==> src/rtl/ex_muldiv_unit.sv <==
`default_nettype none
// ============================================================================
// Module   : ex_muldiv_unit
// Brief    : Iterative RV32M multiply/divide unit for the EX stage; stalls the
//            front of the pipeline while busy and pulses DONE_EX with a result.
// Revision : 1.0 - initial release
// ============================================================================
module ex_muldiv_unit #(
    parameter int WIDTH = 32
) (
    input  logic             clk,
    input  logic             reset,
    input  logic             START_EX,
    input  logic [2:0]       FUNCT3_EX,
    input  logic [WIDTH-1:0] OP_A_EX,
    input  logic [WIDTH-1:0] OP_B_EX,
    input  logic [4:0]       RD_EX,
    input  logic             FLUSH_EX,
    output logic             STALL_EX,
    output logic             DONE_EX,
    output logic [WIDTH-1:0] RESULT_EX,
    output logic [4:0]       RD_EX_out
);

    localparam int          c_CNT_W   = $clog2(WIDTH);
    localparam logic [1:0]  c_ST_IDLE = 2'd0;
    localparam logic [1:0]  c_ST_CALC = 2'd1;
    localparam logic [1:0]  c_ST_DONE = 2'd2;
    localparam logic [c_CNT_W-1:0] c_CNT_LAST = c_CNT_W'(WIDTH - 1);
    localparam logic [WIDTH-1:0]   c_MIN_NEG  = {1'b1, {(WIDTH-1){1'b0}}};

    logic [1:0]         r_state;
    logic [1:0]         w_state_nxt;
    logic [c_CNT_W-1:0] r_cnt;
    logic [2:0]         r_f3;
    logic [4:0]         r_rd;
    logic [WIDTH-1:0]   r_hi;
    logic [WIDTH-1:0]   r_lo;
    logic [WIDTH-1:0]   r_opa;
    logic               r_neg_q;
    logic               r_neg_r;
    logic [WIDTH-1:0]   r_res_hold;
    logic [4:0]         r_rd_hold;

    // Operand decode at issue
    logic             w_is_div;
    logic             w_sa;
    logic             w_sb;
    logic [WIDTH-1:0] w_abs_a;
    logic [WIDTH-1:0] w_abs_b;
    logic             w_div_zero;
    logic             w_div_ovf;
    logic             w_special;

    assign w_is_div   = FUNCT3_EX[2];
    assign w_sa       = OP_A_EX[WIDTH-1] &
                        ((FUNCT3_EX == 3'b001) || (FUNCT3_EX == 3'b010) ||
                         (FUNCT3_EX == 3'b100) || (FUNCT3_EX == 3'b110));
    assign w_sb       = OP_B_EX[WIDTH-1] &
                        ((FUNCT3_EX == 3'b001) || (FUNCT3_EX == 3'b100) ||
                         (FUNCT3_EX == 3'b110));
    assign w_abs_a    = w_sa ? (~OP_A_EX + WIDTH'(1)) : OP_A_EX;
    assign w_abs_b    = w_sb ? (~OP_B_EX + WIDTH'(1)) : OP_B_EX;
    assign w_div_zero = w_is_div && (OP_B_EX == '0);
    assign w_div_ovf  = w_is_div && !FUNCT3_EX[0] &&
                        (OP_A_EX == c_MIN_NEG) && (OP_B_EX == '1);
    assign w_special  = w_div_zero || w_div_ovf;

    // Radix-2 step datapath
    logic [WIDTH:0]   w_mul_sum;
    logic [WIDTH:0]   w_div_shift;
    logic [WIDTH:0]   w_div_diff;
    logic             w_div_ok;

    assign w_mul_sum   = {1'b0, r_hi} + ({(WIDTH+1){r_lo[0]}} & {1'b0, r_opa});
    assign w_div_shift = {r_hi, r_lo[WIDTH-1]};
    assign w_div_diff  = w_div_shift - {1'b0, r_opa};
    assign w_div_ok    = ~w_div_diff[WIDTH];

    // Final sign correction; high word of -{hi,lo} is ~hi plus carry out of ~lo+1
    logic [WIDTH-1:0] w_mulh;
    logic [WIDTH-1:0] w_quo;
    logic [WIDTH-1:0] w_rem;
    logic [WIDTH-1:0] w_final;

    assign w_mulh = r_neg_q ? (~r_hi + WIDTH'(r_lo == '0)) : r_hi;
    assign w_quo  = r_neg_q ? (~r_lo + WIDTH'(1)) : r_lo;
    assign w_rem  = r_neg_r ? (~r_hi + WIDTH'(1)) : r_hi;

    always_comb begin
        w_final = r_lo;
        case (r_f3)
            3'b000:                 w_final = r_lo;
            3'b001, 3'b010, 3'b011: w_final = w_mulh;
            3'b100, 3'b101:         w_final = w_quo;
            default:                w_final = w_rem;
        endcase
    end

    // State register
    always_ff @(posedge clk or posedge reset) begin
        if (reset) begin
            r_state <= c_ST_IDLE;
        end else begin
            r_state <= w_state_nxt;
        end
    end

    // Next-state logic; flush overrides start and completion
    always_comb begin
        w_state_nxt = r_state;
        if (FLUSH_EX) begin
            w_state_nxt = c_ST_IDLE;
        end else begin
            case (r_state)
                c_ST_IDLE: begin
                    if (START_EX) begin
                        w_state_nxt = w_special ? c_ST_DONE : c_ST_CALC;
                    end
                end
                c_ST_CALC: begin
                    if (r_cnt == c_CNT_LAST) begin
                        w_state_nxt = c_ST_DONE;
                    end
                end
                c_ST_DONE: w_state_nxt = c_ST_IDLE;
                default:   w_state_nxt = c_ST_IDLE;
            endcase
        end
    end

    // Outputs
    always_comb begin
        STALL_EX  = ((r_state == c_ST_IDLE) && START_EX) || (r_state == c_ST_CALC);
        DONE_EX   = (r_state == c_ST_DONE) && !FLUSH_EX;
        RESULT_EX = DONE_EX ? w_final : r_res_hold;
        RD_EX_out = DONE_EX ? r_rd : r_rd_hold;
    end

    // Operand capture, iteration and result hold
    always_ff @(posedge clk or posedge reset) begin
        if (reset) begin
            r_cnt      <= '0;
            r_f3       <= '0;
            r_rd       <= '0;
            r_hi       <= '0;
            r_lo       <= '0;
            r_opa      <= '0;
            r_neg_q    <= 1'b0;
            r_neg_r    <= 1'b0;
            r_res_hold <= '0;
            r_rd_hold  <= '0;
        end else begin
            case (r_state)
                c_ST_IDLE: begin
                    if (START_EX && !FLUSH_EX) begin
                        r_f3  <= FUNCT3_EX;
                        r_rd  <= RD_EX;
                        r_cnt <= '0;
                        r_hi  <= '0;
                        if (w_div_zero) begin
                            r_lo    <= '1;
                            r_hi    <= OP_A_EX;
                            r_opa   <= '0;
                            r_neg_q <= 1'b0;
                            r_neg_r <= 1'b0;
                        end else if (w_div_ovf) begin
                            r_lo    <= c_MIN_NEG;
                            r_opa   <= '0;
                            r_neg_q <= 1'b0;
                            r_neg_r <= 1'b0;
                        end else if (w_is_div) begin
                            r_lo    <= w_abs_a;
                            r_opa   <= w_abs_b;
                            r_neg_q <= w_sa ^ w_sb;
                            r_neg_r <= w_sa;
                        end else begin
                            r_lo    <= w_abs_b;
                            r_opa   <= w_abs_a;
                            r_neg_q <= w_sa ^ w_sb;
                            r_neg_r <= 1'b0;
                        end
                    end
                end
                c_ST_CALC: begin
                    r_cnt <= r_cnt + c_CNT_W'(1);
                    if (r_f3[2]) begin
                        r_hi <= w_div_ok ? w_div_diff[WIDTH-1:0] : w_div_shift[WIDTH-1:0];
                        r_lo <= {r_lo[WIDTH-2:0], w_div_ok};
                    end else begin
                        r_hi <= w_mul_sum[WIDTH:1];
                        r_lo <= {w_mul_sum[0], r_lo[WIDTH-1:1]};
                    end
                end
                c_ST_DONE: begin
                    if (!FLUSH_EX) begin
                        r_res_hold <= w_final;
                        r_rd_hold  <= r_rd;
                    end
                end
                default: ;
            endcase
        end
    end

endmodule
`default_nettype wire

==> config.mk <==
export PLATFORM = sky130hd
export DESIGN_NAME = ex_muldiv_unit
export DESIGN_NICKNAME = d
export VERILOG_FILES = /design/src/rtl/ex_muldiv_unit.sv
export SDC_FILE = /design/constraint.sdc
export NUM_CORES = 1
export LEC_CHECK = 0
export CORE_MARGIN = 1.5
export CORE_UTILIZATION = 48
export DETAILED_ROUTE_END_ITERATION = 6
export GPL_TIMING_DRIVEN = 1
export HOLD_SLACK_MARGIN = 0.02
export PLACE_DENSITY = 0.72
export SKIP_CTS_REPAIR_TIMING = 1
export SLEW_MARGIN = 10
export SYNTH_ARGS = -nofsm -noshare
export SYNTH_HDL_FRONTEND = slang
export SYNTH_SLANG_ARGS = --single-unit
==> constraint.sdc <==
create_clock -name clk -period 8.6 [get_ports clk]
set_input_delay 0.86 -clock clk [delete_from_list [all_inputs] [get_ports clk]]
set_output_delay 0.86 -clock clk [all_outputs]
set_load 0.02 [all_outputs]
Yosys cells after proc, flatten, opt, wreduce, memory -nomap -nowiden
Index checks and enable logic that the tools add are counted.
Widths: inputs -> output; s select.
{"block": "totals", "reg_bits": 150, "input_bits": 76, "out_inout_bits": 39, "word_cells": 107}
{"block": "op_classes", "bitwise_logic": 10, "addsub": 8, "n_mux": 34, "eq_ne": 17, "n_reduce_logical": 27}
{"cell": "$mux 32", "n": 18}
{"cell": "$add 32x1->32 const B", "n": 4}
{"cell": "$not 32->32", "n": 4}
{"cell": "$pmux 32 s2", "n": 2}
{"cell": "$pmux 32 s3", "n": 1}
{"cell": "$eq 32x32->1 const B", "n": 2}
{"cell": "$logic_not 32->1", "n": 2}
{"cell": "$add 32x33->33", "n": 1}
{"cell": "$and 33x32->33", "n": 1}
{"cell": "$sub 33x32->33", "n": 1}
{"cell": "$add 32x1->32", "n": 1}
{"cell": "$eq 3x3->1 const B", "n": 4}
{"cell": "$mux 5", "n": 2}
{"cell": "$pmux 5 s2", "n": 1}
{"cell": "$eq 3x2->1 const B", "n": 3}
{"cell": "$mux 2", "n": 4}
{"cell": "$reduce_and 2->1", "n": 4}
{"cell": "$logic_and 1x1->1", "n": 7}
{"cell": "$logic_or 1x1->1", "n": 7}
{"cell": "$eq 3x1->1 const B", "n": 2}
{"cell": "$ne 3x3->1 const B", "n": 2}
{"cell": "$add 5x1->5 const B", "n": 1}
{"cell": "$eq 5x5->1 const B", "n": 1}
{"cell": "$mux 1", "n": 5}
{"cell": "13 further kinds", "n": 16}

Longest topological paths before layout
Gate-level depths: netlist (run 1).
{"block": "depth", "depth_word": 11, "depth_mapped": 16, "mapped_depth_nobuf": 15}

Worst setup path after synthesis (run 1)
No wires, ideal clock.
{"block": "synth_timing", "kind": "flip-flop to output port", "start": "reg r_lo[0]", "end": "out RESULT_EX[22]", "t_required_ps": 7740, "arrival_ps": 3744, "path_stages_with_launch": 17, "path_slack_ps": 3996, "path_buffers": 1, "path_cell_list": "dfrtp_1 -> inv_1 -> buf_1 -> ha_1 -> nor2b_1 -> and4_1 -> nand4_1 -> nor4_1 -> ha_1 -> ha_1 -> nand4_1 -> nand2b_1 -> o41ai_1 -> xor2_1 -> o22ai_1 -> a221oi_1 -> o21ai_0"}
{"block": "synth_between", "elab_chain_cells": 5, "elab_cells_between_ends": 8, "classes_between": "add/sub (2); mux (4); bitwise (1); reduce/logical (1)"}
{"item": "from (decl)", "line": "38", "source": "logic [WIDTH-1:0] r_lo;"}
{"item": "from (signal assigned)", "line": "168", "source": "r_lo <= c_MIN_NEG;"}
{"item": "from (signal assigned)", "line": "173", "source": "r_lo <= w_abs_a;"}
{"item": "from (signal assigned)", "line": "178", "source": "r_lo <= w_abs_b;"}
{"item": "$logic_not 32->1 or $not 32->32 (tied branches)", "line": "86, 87"}
{"item": "$add 32x1->32, on equally long branches", "line": "86, 87"}
{"item": "$mux 32, on equally long branches", "line": "86, 87"}
{"item": "$pmux 32 s3 (*)", "line": "92", "source": "case (r_f3)"}
{"item": "$mux 32 (*)", "line": "136", "source": "RESULT_EX = DONE_EX ? w_final : r_res_hold;"}
{"item": "to (decl)", "line": "21", "source": "output logic [WIDTH-1:0] RESULT_EX,"}
Mark *: on every way between the ends. The rest lies on a longest branch, timed or not.

Worst setup path after layout (run 1)
{"block": "layout_timing", "start": "reg r_lo[20]", "end": "out RESULT_EX[22]"}
Same word-level chain as after synthesis.

==> results of run 1 <==
-- logic make-up after synthesis --
kind of cell / Yosys count
mux: 54
fa+ha+maj: 75
simple gates: 652
compound gates: 724
buf+inv: 207
flops: 150
xor+xnor: 146
-- layout by cell type, fill, tap and decap left out, drive strengths merged, types with 23 or more instances in the layout --
cell type / count
nand2: 238
o21ai: 200
nor2: 186
a21oi: 178
dfrtp: 150
clkdlybuf4s50: 113
xor2: 86
ha: 73
inv: 73
xnor2: 60
o31ai: 52
nor3: 49
a211oi: 48
mux2i: 46
buf: 33
nand3: 30
a221oi: 30
a21o: 23
-- through the flow --
step           hold WS (ns)  setup WS, ns  power, mW  std cells
2_1_floorplan         0.446          3.70       3.24       2008
3_3_place_gp          0.454          2.98       4.04       2410
3_5_place_dp          0.462          2.85       4.09       2410
4_1_cts               0.479          2.34       4.85       2442
5_1_grt               0.495          1.99       5.26       2442
6_report              0.473          2.19       4.96       2442
-- registers in the layout, indices dropped and copies added (netlist names) --
name        flops
r_neg_r         1
r_f3            3
r_rd            5
r_rd_hold       5
r_neg_q         1
r_state         2
r_cnt           5
r_lo           32
r_hi           32
r_opa          32
r_res_hold     32
-- Yosys cell counts (all sizes together), types with 15 or more instances --
cell type | instances | area share [%]
nor4 | 16 | 0.71
a21o | 23 | 1.2
nand4 | 22 | 0.92
o22ai | 18 | 0.75
mux2i | 46 | 3.1
dfrtp | 150 | 25
nor2 | 186 | 4.7
ha | 73 | 6.1
o211ai | 20 | 1.0
a21oi | 178 | 5.9
buf | 15 | 0.46
nand2 | 238 | 6.0
o31ai | 52 | 2.6
inv | 65 | 1.6
clkbuf | 125 | 3.1
xor2 | 86 | 5.0
a221oi | 30 | 1.8
xnor2 | 60 | 3.5
o21ai | 200 | 6.7
a211oi | 48 | 2.4
a31oi | 21 | 0.88
nor3 | 49 | 1.6
nand3 | 30 | 1.0
or4 | 17 | 0.93
-- metal layers --
metal  vias to the layer above  track usage [%]  routed length (µm)
met5                         -                0                  13
met4                         2             12.4                2140
met3                       140             8.41                6100
met2                       993             54.3               25600
met1                      7876             47.5               24000
li1                       7471                -                   -
-- final cells by class --
cell class	count	area (µm²)	area share [%]
well taps	396	495	2.93
clock buffers	17	425	2.51
clock inverters	15	136	0.806
inverters	67	256	1.52
flip-flops and latches	150	3760	22.2
multi-input cells	1651	10500	61.9
repair buffers	146	1380	8.13
-- worst reg2reg max path, stage by stage, from the launching register on --
cell and delay, ns:
dfrtp_1 0.48, or4_1 0.63, nor4_1 0.50, nand4_1 0.23, nor4_1 0.34, ha_1 0.23, ha_1 0.21, nand4_1 0.21
nand2b_1 0.42, o41ai_1 0.41, xor2_1 0.19, o22ai_1 0.10, a221oi_1 0.43, o21ai_0 0.17
-- final timing paths --
| path | to | slack (ns) | depth (start not counted) |
|---|---|---|---|
| min in group asynchronous | r_hi[24] | 0.93 | 2 |
| hold / removal | r_rd_hold[3] | 0.47 | 2 |
| setup / recovery | RESULT_EX[22] | 2.19 | 14 |
| hold reg to reg | r_rd_hold[3] | 0.47 | 2 |
| setup reg to reg | r_res_hold[22] | 3.92 | 13 |
| max in group asynchronous | r_f3[2] | 6.09 | 3 |
-- report_power, final --
part	internal, mW	leakage [nW]	total [mW]	switching (mW)
logic	1.16	4.72	2.96	1.80
registers	0.866	1.89	1.24	0.376
clock network	0.382	0.267	0.758	0.376
==> run_results.csv, run 1 <==
group,metric,value,unit
detailed_routing,via_per_inst,6.75,
worst_hold_path,holdCritStartpoint,"r_rd_hold[3]",
floorplanning,num_io_pins,115,
place,io_buffers,114,
grt,grt_pass1_wl,89.4,mm
sta,setup-tns-final,0,ns
clock_network,ctsLongestPathBuffers,2,
sta,skew,0.0162,ns
clock_network,clkLatencyLatePin,0.45,ns
power,powerDensity,293,nW/µm²
yosys,synth_compound_area_share,31.0,%
worst_hold_path,hp-class,"reg2reg",
worst_setup_path,r2r-start,"r_lo[20]",
grt,grt_antenna_before_repair,1,
yosys,synth_cell_types,82,
clock_network,cts_tree,"built",
grt,grt_usage,35.0,%
yosys,synthSimpleGateAreaFrac,20.1,%
worst_setup_path,critPathTopFamily,"simple AND/OR/NAND/NOR gates",
sta,setup_viol,0,
worst_setup_path,crit_buf_inv,1,
floorplanning,fp.coreArea,30700,µm²
yosys,synth_cells,2008,
yosys,synth_top_family_by_area,"compound AO/OA/AOI/OAI gates",
yosys,ys_seq_area_share,25.0,%
worst_setup_path,crit_type,"reg2out",
yosys,synthAdderAreaFrac,6.36,%
worst_setup_path,start_kind,"flop",
cells_and_area,area_growth,12.9,%
cells_and_area,final_layout_size_suffix_gt1_share,5.38,%
status,status,"finished clean",
floorplanning,start_util,48.9,%
detailed_routing,postRouteWirelength,57.8,mm
floorplanning,die_h,180,µm
worst_setup_path,critPathMaxFanout,9,
clock_network,cts_root_buffer,"clkbuf_16",
yosys,synth_area,15000,µm²
sta,timing.final.crit_share,74.5,%
worst_setup_path,arrival,5.55,ns
floorplanning,row_count,64,
detailed_routing,wl_per_cell,23.7,µm
detailed_routing,drtIter0Drc,2173,
grt,grt_pass1_vias,15200,
sta,slew_viol_final,0,
detailed_routing,num_vias,16500,
floorplanning,die_width,180,µm
cells_and_area,fillers,2968,
yosys,synth_edf_count,0,
clock_network,clkSlewWorstSetupHoldPaths,0.07,ns
detailed_routing,antenna_left,0,
detailed_routing,firstDrtPassIters,6,
cells_and_area,design_area,16900,µm²
worst_setup_path,path_cells,"or4_1, nor4_1, nand4_1, nor4_1, ha_1, ha_1, nand4_1, nand2b_1, o41ai_1, xor2_1, o22ai_1, a221oi_1, o21ai_0, clkdlybuf4s50_1",
grt,grt_max_degree,83,
worst_setup_path,cp.required,7.74,ns
yosys,synth_xor_area_share,8.53,%
place,globalplace.congestion,1.02,
clock_network,cts_buffers,17,
yosys,synth_seq_cells,150,
sta,rsz0062_at_grt,"no",
sta,finalCriticalPeriod,6.41,ns
sta,fmax,156,MHz
power,p_leak,6.88,nW
cells_and_area,fin_nets,2184,
place,dpl.hpwl,43.4,mm
yosys,synthArstFlopShare,100,%
floorplanning,die_area,32300,µm²
clock_network,cts_sinks,150,
yosys,synth_flop_cell,"dfrtp_1",
worst_setup_path,cp-end-kind,"output port",
cells_and_area,final_util,55.2,%
sta,worst_pin_slew,1.12,ns
sta,relSlewSlack,25.1,%
yosys,syn-mean-instance-area,7.46,µm²
yosys,yosys_warnings,0,
power,ir_drop,0.000177,V
place,dpl_cell_area,16400,µm²
yosys,syn-num-nets,2159,
sta,hold_viol,0,
grt,grt-ovfl-total,0,
worst_setup_path,crit_path_start,"r_lo[20]",
worst_setup_path,cpMaxStageDelayCell,"or4_1",
worst_setup_path,slowest_delay,0.63,ns
job,cap_viol_max_count,0,
yosys,synthMuxAreaShare,3.67,%
detailed_routing,route.detailed.drc,0,
clock_network,h-tree-depth,4,
cells_and_area,diodes,0,
Power figures use the tool's default switching activity.
==> run 2, diff against run 1 <==
Clock period 8.6 ns to 6.2 ns, I/O delays scaled along.
==> run_results.csv, run 2 (same netlist as run 1, synthesis figures left out) <==
group,metric,value,unit
detailed_routing,postRouteWirelength,58.4,mm
worst_hold_path,holdCritStartpoint,"r_res_hold[18]",
power,p_sw_share,50.3,%
worst_setup_path,crit_type,"reg2out",
worst_hold_path,hp-class,"reg2reg",
sta,slew_viol_final,0,
grt,grt_pass1_vias,15200,
worst_hold_path,hold_depth,2,
floorplanning,row_count,64,
place,io_buffers,114,
grt,grt_max_degree,86,
floorplanning,die_h,180,µm
floorplanning,num_io_pins,115,
worst_setup_path,start_kind,"flop",
cells_and_area,final_layout_size_suffix_gt1_share,5.61,%
cells_and_area,fin_nets,2188,
floorplanning,die_width,180,µm
sta,relSlewSlack,15.7,%
worst_setup_path,reg2reg_slack,1.40,ns
clock_network,cts_root_buffer,"clkbuf_16",
clock_network,cts_tree,"built",
worst_setup_path,arrival,5.21,ns
detailed_routing,firstDrtPassIters,7,
worst_setup_path,cp-end-kind,"output port",
power,ir_drop,0.000235,V
worst_setup_path,worstReg2RegEnd,"r_hi[8]",
worst_setup_path,cp.required,5.58,ns
sta,timing.final.crit_share,94.1,%
detailed_routing,wl_per_cell,23.9,µm
sta,worst_pin_slew,1.26,ns
cells_and_area,final_cell_count_no_fill,2446,
clock_network,h-tree-depth,4,
detailed_routing,via_per_inst,6.75,
grt,grt_pass1_wl,90.2,mm
worst_setup_path,critPathMaxFanout,9,
place,globalplace.congestion,1.01,
detailed_routing,num_vias,16500,
floorplanning,start_util,48.9,%
power,p_clk_share,16.4,%
clock_network,clkLatencyLatePin,0.45,ns
grt,grt_antenna_before_repair,0,
sta,setup-tns-final,0,ns
sta,hold_viol,0,
clock_network,cts_sinks,150,
power,p_leak,6.94,nW
clock_network,clkSlewWorstSetupHoldPaths,0.07,ns
worst_setup_path,r2r-start,"r_lo[31]",
cells_and_area,diodes,0,
status,status,"complete, but fails checks",
detailed_routing,route.detailed.drc,1,
cells_and_area,final_common_cell,"nand2_1",
floorplanning,die_area,32300,µm²
job,cap_viol_max_count,0,
worst_hold_path,min_to,"r_res_hold[18]",
power,pwr-share-comb,59.4,%
clock_network,cts_buffers,17,
worst_setup_path,reg2reg_depth,14,
sta,finalCriticalPeriod,5.83,ns
status,violations,"design-rule violations",
cells_and_area,layout_common_cells,"nand2_1, o21ai_0, nor2_1",
place,placedCellCount,2414,
grt,grt-ovfl-total,0,
detailed_routing,drtIter0Drc,2194,
detailed_routing,antenna_left,0,
power,switchingPower,3.53,mW
power,p_int,3.50,mW
floorplanning,fp.coreArea,30700,µm²
power,p_seq_share,24.2,%
sta,setup_viol,0,
clock_network,ctsLongestPathBuffers,2,
power,powerDensity,413,nW/µm²
cells_and_area,area_growth,13.7,%
sta,rsz0062_at_grt,"no",
grt,grt_usage,35.6,%
sta,fmax,171,MHz
sta,skew,0.0135,ns
place,dpl.hpwl,43.9,mm
[run 2: changes by cell type in the layout (fill, tap and decap cells not counted), moves of 2 or more]
cell | before | now
buf_4 | 32 | 35
bufinv_16 | 0 | 3
clkinv_2 | 2 | 0
clkinvlp_4 | 4 | 2
inv_6 | 5 | 7
inv_8 | 4 | 2
[run 2: cell type report]
cell class	count	area, µm²
clock buffer	18	439
clock inverter	14	189
fill	2935	13600
inverter	67	256
multi-input combinational	1651	10500
sequential	150	3760
tap	396	495
timing repair buffer	150	1420
[run 2: worst max path at each step]
| stage | endpoint | cells past startpoint | slack (ns) | start |
|---|---|---|---|---|
| 2_1_floorplan | r_cnt[0] | 1 | 1.54 | reset |
| 3_5_place_dp | RESULT_EX[30] | 14 | 0.84 | r_lo[20] |
| 5_1_grt | RESULT_EX[22] | 14 | 0.05 | r_lo[14] |
| 6_report | RESULT_EX[30] | 14 | 0.37 | r_lo[20] |
| 3_3_place_gp | RESULT_EX[30] | 14 | 0.97 | r_lo[20] |
| 4_1_cts | RESULT_EX[30] | 14 | 0.35 | r_lo[20] |
[run 2: through the flow]
step	instance area (µm²)	worst slack [ns]	hold WS (ns)	total power, mW	utilization [%]
2_1_floorplan	15000	1.54	0.446	4.50	-
3_3_place_gp	16400	0.965	0.455	5.67	53.5
3_5_place_dp	16400	0.835	0.457	5.73	53.5
4_1_cts	17000	0.350	0.474	6.90	55.5
5_1_grt	17000	0.0511	0.493	7.47	55.6
6_report	17000	0.367	0.478	7.03	55.6
[run 2: metal layers]
layer,track usage [%],part of all wire [%],vias up
met5,0,0,-
met4,15.1,4.3,0
met3,7.03,10,147
met2,53.3,43,1039
met1,49.7,42,7844
li1,-,-,7474
[run 2: critical path: stages (launching register included)]
cell and delay (ns):
dfrtp_1 0.48, or4_1 0.63, nor4_2 0.29, nand4_1 0.20, nor4_1 0.37, ha_1 0.26, ha_1 0.23, nand4_1 0.24
nand2b_1 0.40, or2_2 0.38, o21ai_0 0.20, xnor2_1 0.14, a21oi_1 0.09, a21oi_1 0.22, clkdlybuf4s50_1 0.63
[run 2: power groups by stage]
stage	combinational (mW)	sequential (mW)	clock [mW]
CTS	4.07	1.67	1.16
finish	4.18	1.70	1.15
global placement	3.99	1.68	0
floorplan	3.07	1.42	0
detailed placement	4.04	1.69	0
global route	4.54	1.73	1.20
